[config.mk]
export PLATFORM = sky130hd
export DESIGN_NAME = sqrt_fp16_arbiter
export DESIGN_NICKNAME = d
export VERILOG_FILES = /design/src/rtl/sqrt_fp16_arbiter.sv
export SDC_FILE = /design/constraint.sdc
export NUM_CORES = 1
export LEC_CHECK = 0
export ABC_AREA = 1
export CAP_MARGIN = 20
export CORE_UTILIZATION = 47
export CTS_CLUSTER_DIAMETER = 150
export DETAILED_ROUTE_END_ITERATION = 6
export GPL_TIMING_DRIVEN = 0
export PLACE_DENSITY = 0.95
export RECOVER_POWER = 50
export SYNTH_ARGS = -nofsm -noshare
export SYNTH_HDL_FRONTEND = slang
export SYNTH_SLANG_ARGS = --single-unit
export TNS_END_PERCENT = 100
[constraint.sdc]
create_clock -name CLK -period 5.3 [get_ports CLK]
set_input_delay 1.06 -clock CLK [delete_from_list [all_inputs] [get_ports CLK]]
set_output_delay 1.06 -clock CLK [all_outputs]
set_load 0.005 [all_outputs]
[src/rtl/sqrt_fp16_arbiter.sv]
// Round-robin share of one non-pipelined fp16 sqrt unit among NUM_REQ requesters; grant->rsp_valid is
// 1 + sqrt accept wait + sqrt latency + 1 cycles; one op in flight, a stalled rsp_ready blocks new grants.
module sqrt_fp16_arbiter #(
    parameter int NUM_REQ = 4,
    parameter int ID_W    = $clog2(NUM_REQ),
    parameter int CNT_W   = 16
) (
    input  logic                  CLK,
    input  logic                  nRST,
    input  logic [NUM_REQ-1:0]    req_valid,
    input  logic [NUM_REQ*16-1:0] req_operand,
    output logic [NUM_REQ-1:0]    req_ready,
    output logic [NUM_REQ-1:0]    rsp_valid,
    output logic [15:0]           rsp_result,
    input  logic [NUM_REQ-1:0]    rsp_ready,
    output logic                  sq_valid_in,
    output logic [15:0]           sq_operand,
    input  logic                  sq_ready_in,
    input  logic                  sq_valid_out,
    input  logic [15:0]           sq_result,
    output logic                  sq_ready_out,
    output logic                  busy,
    output logic [ID_W-1:0]       grant_id,
    output logic [CNT_W-1:0]      done_count
);

    typedef enum logic [1:0] {
        IDLE  = 2'd0,
        ISSUE = 2'd1,
        WAIT  = 2'd2,
        RESP  = 2'd3
    } state_t;

    state_t          state;
    state_t          state_nxt;
    logic [ID_W-1:0] rr_ptr;
    logic [ID_W-1:0] owner;
    logic [ID_W-1:0] win_id;
    logic [ID_W-1:0] cand;
    logic            win_found;
    logic [15:0]     op_q;
    logic            owner_rsp_rdy;

    // First valid requester at or after rr_ptr, wrapping modulo NUM_REQ.
    always_comb begin
        win_found = 1'b0;
        win_id    = '0;
        cand      = '0;
        for (int k = 0; k < NUM_REQ; k++) begin
            cand = ID_W'((int'(rr_ptr) + k) % NUM_REQ);
            if (!win_found && req_valid[cand]) begin
                win_found = 1'b1;
                win_id    = cand;
            end
        end
    end

    assign owner_rsp_rdy = rsp_ready[owner];

    always_comb begin
        state_nxt = state;
        req_ready = '0;
        case (state)
            IDLE: begin
                if (win_found) begin
                    req_ready[win_id] = 1'b1;
                    state_nxt         = ISSUE;
                end
            end
            ISSUE: begin
                if (sq_ready_in) begin
                    state_nxt = WAIT;
                end
            end
            WAIT: begin
                if (sq_valid_out) begin
                    state_nxt = RESP;
                end
            end
            RESP: begin
                if (owner_rsp_rdy) begin
                    state_nxt = IDLE;
                end
            end
            default: state_nxt = IDLE;
        endcase
    end

    always_comb begin
        rsp_valid = '0;
        if (state == RESP) begin
            rsp_valid[owner] = 1'b1;
        end
    end

    // Operand is only presented while issuing so the sqrt input is quiet otherwise.
    assign sq_valid_in  = (state == ISSUE);
    assign sq_operand   = (state == ISSUE) ? op_q : '0;
    assign sq_ready_out = (state == WAIT);
    assign busy         = (state != IDLE);
    assign grant_id     = busy ? owner : '0;

    always_ff @(posedge CLK or negedge nRST) begin
        if (!nRST) begin
            state      <= IDLE;
            rr_ptr     <= '0;
            owner      <= '0;
            op_q       <= '0;
            rsp_result <= '0;
            done_count <= '0;
        end else begin
            state <= state_nxt;
            if (state == IDLE && win_found) begin
                owner  <= win_id;
                op_q   <= req_operand[{win_id, 4'b0000} +: 16];
                rr_ptr <= (win_id == ID_W'(NUM_REQ - 1)) ? '0 : win_id + 1'b1;
            end
            if (state == WAIT && sq_valid_out) begin
                rsp_result <= sq_result;
            end
            if (state == RESP && owner_rsp_rdy) begin
                done_count <= done_count + 1'b1;
            end
        end
    end

endmodule

==> out/qor.yml, run 1 <==
p_int_mw: 1.59
timing.slew.headroom_pct: -48.8
critical_path_required_ns: 4.24
synth_cell_types: 29
dp_hpwl_mm: 8.21
synth_compound_area_share_pct: 1.69
vias_per_cell: 4.92
syn_avg_cell_area_um2: 7.06
drive_above_1_share_pct: 7.59
switching_power_mw: 1.40
gp_congestion: 0.906
synthTopCellsByCount: "nand2_1 (161), inv_1 (110), dfrtp_1 (54), nand3_1 (45), nand4_1 (35)"
wl_mm: 9.94
crit_path_end: "req_ready[3]"
p_total_mw: 2.99
tightest_slew_ns: 2.23
startpoint: "req_valid[3]"
async_reset_ff_share_pct: 100
grtUsageTotal_pct: 25.7
dp_cells: 764
power.leakage_nw: 2.84
clkTransAtPathRegs_ns: 0.09
ctsHoldBuffers: 0
area.growth.synth_to_final_pct: 47.5
htreeDepth: 2
r2r_cells: 12
power_frac_comb_pct: 69.7
dp_slack_ns: 0.891
antenna_found_initial: 0
ir_drop_mv: 0.411
port-buffer-count: 152
utilization_pct: 72.8
synthMostInstantiatedCell: "nand2_1"
yosys.area_share.adder_pct: 2.08
cts_tree: "yes"
ioPinCount: 153
design_area_um2: 5340
switching_share_pct: 46.9
rsz0062_at_grt: "false"
fill_cells: 563
cp_max_fo: 10
instances_no_fill: 771
ant_nets: 0
clk_path_buf_depth: 2
synth-edff-count: 0
synth_top_family_by_area: "simple AND/OR/NAND/NOR gates"
synthMuxAreaShare_pct: 5.29
r2r-end: "rr_ptr[1]"
post-route-drc-count: 0
synth-seq-area-share_pct: 37.4
r2r-start: "rr_ptr[0]"
nets: 770
crit_path_start_kind: "primary input"
final-setup-viol-count: 0
end_kind: "primary output"
finClkSkew_ns: 0.00715
root_buffer: "clkbuf_8"
initial_core_util_pct: 49.3
cts_setup_buffers: 0
setup-tns-final_ns: 0
critPathKind: "primary input to primary output"
yosys.area.top_type: "dfrtp_1"
syn_area_um2: 3620
synth-seq-cells: 54
diodes: 0
rrSetupSlack_ns: 3.22
numCtsBuffers: 5
pwr-share-clk_pct: 7.2
vias: 3791
die_w_um: 89.7
wl_per_cell_um: 12.9
die_area_um2: 8050
fmax_mhz: 226
post_cts_resized: 0
synthFlopType: "dfrtp_1"
fin_crit_ns: 4.43
violations: "capacitance limit, slew limit"
synthesis.instances: 512
yosys-top-cells-area: "dfrtp_1 (37%), nand2_1 (17%), inv_1 (11%)"
p_per_area_nw_per_um2: 561
firstDrtPassIters: 4
synth-simple-area-share_pct: 34.5
grt_max_degree: 44
drv_cap: 1
syn-num-nets: 610
holdCritPathClass: "flip-flop to flip-flop"
clk_latency_ns: 0.29
layout_worst_path_cycle_share_pct: 83.5
yosysWarnings: 0
die_h_um: 89.7
synth_top_area_share_pct: 37.4
first_global_vias: 3748
p_seq_share_pct: 23.1
row_count: 31
coreArea_um2: 7330
grt_pass1_wl_mm: 17.1
drv_slew: 44
finalHoldViolations: 0
cts.sink_count: 54
run_status: "complete, but fails checks"
arrival_ns: 3.37
placed_area_um2: 5280
drtIter0Drc: 162
setup_ws_ns: 0.874
grt_remaining_overflow: 0
synth-xor-area-share_pct: 3.39
worst_hold_slack_ns: 0.488
## sequential cells by signal, summed over array words and instances, names as in the netlist
register	flops
rr_ptr	2
state	2
rsp_result	16
done_count	16
owner	2
op_q	16
## logic make-up (layout without fill, tap and decap cells)
family | Yosys count | after routing
and+or+nand+nor | 274 | 274
buffers and inverters | 136 | 296
DFF | 54 | 54
muxes | 17 | 17
xor gates and xnor gates | 14 | 14
AOI/OAI and AO/OA | 11 | 11
adders and majority gates | 6 | 6
## how the worst min path moves through the flow
stage             start  cells past startpoint  slack, ns        to
5_1_grt        op_q[15]                      2       0.51  op_q[15]
4_1_cts        op_q[11]                      2       0.49  op_q[11]
3_3_place_gp    op_q[3]                      2       0.46   op_q[3]
2_1_floorplan   op_q[0]                      2       0.45   op_q[0]
6_report        op_q[5]                      2       0.49   op_q[5]
3_5_place_dp   op_q[11]                      2       0.47  op_q[11]
## power groups by stage
stage / Combinational [mW] / Clock [mW] / Sequential (mW)
after detailed placement: 2.11 / 0 / 0.701
after global routing: 2.34 / 0.233 / 0.713
after floorplan: 1.35 / 0 / 0.686
final: 2.09 / 0.215 / 0.691
after global placement: 2.04 / 0 / 0.686
after CTS: 2.12 / 0.219 / 0.692
## layout make-up
cell class	instances	area, um^2	share of cell area [%]
sequential	54	1350	25.3
buffer	23	143	2.67
timing repair buffer	153	1520	28.5
clock inverter	1	7.51	0.141
multi-input combinational	322	1690	31.7
clock buffer	6	72.6	1.36
tap	99	124	2.32
inverter	113	427	8.00
## metal layers
layer	track usage (%)	wire (um)	vias up
met3	3.55	677	18
li1	-	-	1901
met1	32.3	4210	1687
met4	8.47	189	0
met5	0	0	-
met2	45.4	4870	185
## placed cells by master (no fill, tap or decap), drive strengths merged
| master | n |
|---|---|
| nor2 | 16 |
| clkinvlp | 1 |
| dfrtp | 54 |
| nand3b | 1 |
| a21oi | 1 |
| o221ai | 1 |
| buf | 19 |
| xor2 | 9 |
| clkdlybuf4s50 | 132 |
| ha | 6 |
| clkbuf | 12 |
| xnor2 | 5 |
| o21ai | 7 |
| nor4 | 1 |
| nand4 | 35 |
| nand3 | 49 |
| a31oi | 1 |
| mux2 | 17 |
| o22ai | 1 |
| nand2 | 164 |
| dlygate4sd3 | 19 |
| inv | 113 |
| nor3 | 8 |
## critical path: stages
cell and delay, ns:
clkdlybuf4s50_1 0.42, inv_1 0.08, nand2_1 0.07, nand3_1 0.11, nand2_1 0.12, nor2_4 0.17, nand3_1 0.10, nand3_2 0.11
buf_2 0.24, ha_1 0.18, inv_1 0.04, nor2_1 0.12, clkdlybuf4s50_1 0.53
Power figures use the tool's default switching activity.
==> run 2, diff against run 1 <==
- CORE_UTILIZATION: 47 -> 39
- PLACE_DENSITY: 0.95 -> 0.87
- clock period: 5.3 -> 3.8 ns (I/O delays scaled with it)
==> out/qor.yml, run 2 (synthesis gave the netlist of run 1 again) <==
run_status: "complete, but fails checks"
violations: "DRC, capacitance limit, slew limit"
clkTransAtPathRegs_ns: 0.10
wl_mm: 10.5
arrival_ns: 2.88
vias_per_cell: 4.88
coreArea_um2: 8850
layout_worst_path_cycle_share_pct: 95.7
die_h_um: 98.3
fin_crit_ns: 3.64
initial_core_util_pct: 40.9
fmax_mhz: 275
vias: 3842
worst_hold_slack_ns: 0.444
design_area_um2: 5450
firstDrtPassIters: 7
drive_above_1_share_pct: 10.0
cts.sink_count: 54
worst_path_max_delay_cell: "clkdlybuf4s50_1"
drv_cap: 1
die_w_um: 98.3
cp_max_fo: 6
mostFrequentLayoutCells: "nand2_1 (158), clkdlybuf4s50_1 (131), inv_1 (109), dfrtp_1 (54), nand3_1 (45)"
dp_cells: 773
path_cells: "clkdlybuf4s50_1, inv_1, nand2_1, nand3_1, nand2_2, inv_1, nand2_2, nand2_4, nand3_4, inv_2, ha_1, inv_1, nor2_1, clkdlybuf4s50_1"
critPathKind: "primary input to primary output"
r2r_cells: 15
finalHoldViolations: 0
clk_latency_ns: 0.31
gp_congestion: 0.937
grt_remaining_overflow: 0
diodes: 0
crit_path_start_kind: "primary input"
instances_no_fill: 788
ioPinCount: 153
htreeDepth: 2
top_regs: "done_count (16), op_q (16), rsp_result (16)"
post-route-drc-count: 16
path_common_cell: "inv_1"
grt_pass1_wl_mm: 17.2
port-buffer-count: 152
layout_commonest_cell: "nand2_1"
finClkSkew_ns: 0.00783
ir_drop_mv: 0.451
final-setup-viol-count: 0
cts_tree: "yes"
dp_hpwl_mm: 8.41
clk_path_buf_depth: 2
drv_slew: 44
power.leakage_nw: 2.90
grtUsageTotal_pct: 21.8
holdCritPathClass: "primary input to async pin"
numCtsBuffers: 5
p_per_area_nw_per_um2: 811
die_area_um2: 9660
placed_area_um2: 5290
r2r-end: "op_q[9]"
slowest_delay_ns: 0.51
area.growth.synth_to_final_pct: 50.6
nets: 778
antenna_found_initial: 0
row_count: 34
end_kind: "primary output"
cp_top_family: "buffers and inverters"
ant_nets: 0
crit_buf_inv: 6
rrSetupSlack_ns: 1.68
drtIter0Drc: 235
root_buffer: "clkbuf_8"
utilization_pct: 61.6
critical_path_required_ns: 3.04
timing.slew.headroom_pct: -49.7
grt_max_degree: 44
first_global_vias: 3800
r2r-start: "rr_ptr[0]"
wl_per_cell_um: 13.3
tightest_slew_ns: 2.25
run 2: changes by cell type in the layout (fill, tap and decap cells not counted), moves of 2 or more:
cell / change
buf_4: +8
nor2_1: -2
nor2_2: +2
nand2_2: +3
nand2_1: -4
run 2: per-layer routing:
layer,GRT usage (%),vias up,routed length [um]
li1,-,1903,-
met1,26.6,1734,4280
met2,39.4,182,5150
met3,3.87,23,877
met4,6.08,0,161
met5,0,-,0
run 2: worst max path at each step:
stage | slack [ns] | depth (start not counted) | to | startpoint
after floorplan | 1.18 | 11 | req_ready[3] | req_valid[1]
after global placement | 0.1 | 13 | req_ready[3] | req_valid[1]
after detailed placement | 0.006 | 13 | req_ready[3] | req_valid[1]
after CTS | 0.08 | 13 | req_ready[2] | req_valid[1]
after global routing | -0.05 | 13 | req_ready[2] | req_valid[3]
final | 0.16 | 14 | req_ready[3] | req_valid[1]
run 2: area by class of cell:
| type | instances | area [um^2] |
|---|---|---|
| fillers | 770 | 3400 |
| multi-input cells | 322 | 1720 |
| repair buffers | 161 | 1580 |
| flip-flops and latches | 54 | 1350 |
| inverters | 113 | 427 |
| plain buffers | 23 | 149 |
| well taps | 108 | 135 |
| clock buffers | 5 | 68.8 |
| clock inverters | 2 | 15.0 |
run 2: what timing repair did:
item	CTS	global route
hold buffers	0	0
endpoints found under the setup margin	1	4
gates cloned	0	0
setup buffers	0	8
gates resized for setup	1	11
pin swaps	0	2
run 2: power breakdown:
group / internal, mW / switching, mW / leakage (nW)
logic: 1.40 / 1.74 / 2.20
registers: 0.815 / 0.153 / 0.657
clock network: 0.126 / 0.185 / 0.0362
run 2: stage by stage:
step | setup TNS [ns] | setup slack (ns) | power, mW
floorplan | 0 | 1.18 | 2.85
global placement | 0 | 0.0951 | 3.82
detailed placement | 0 | 0.00555 | 3.95
CTS | 0 | 0.0823 | 4.28
global route | -0.0904 | -0.0455 | 4.83
finish | 0 | 0.164 | 4.42
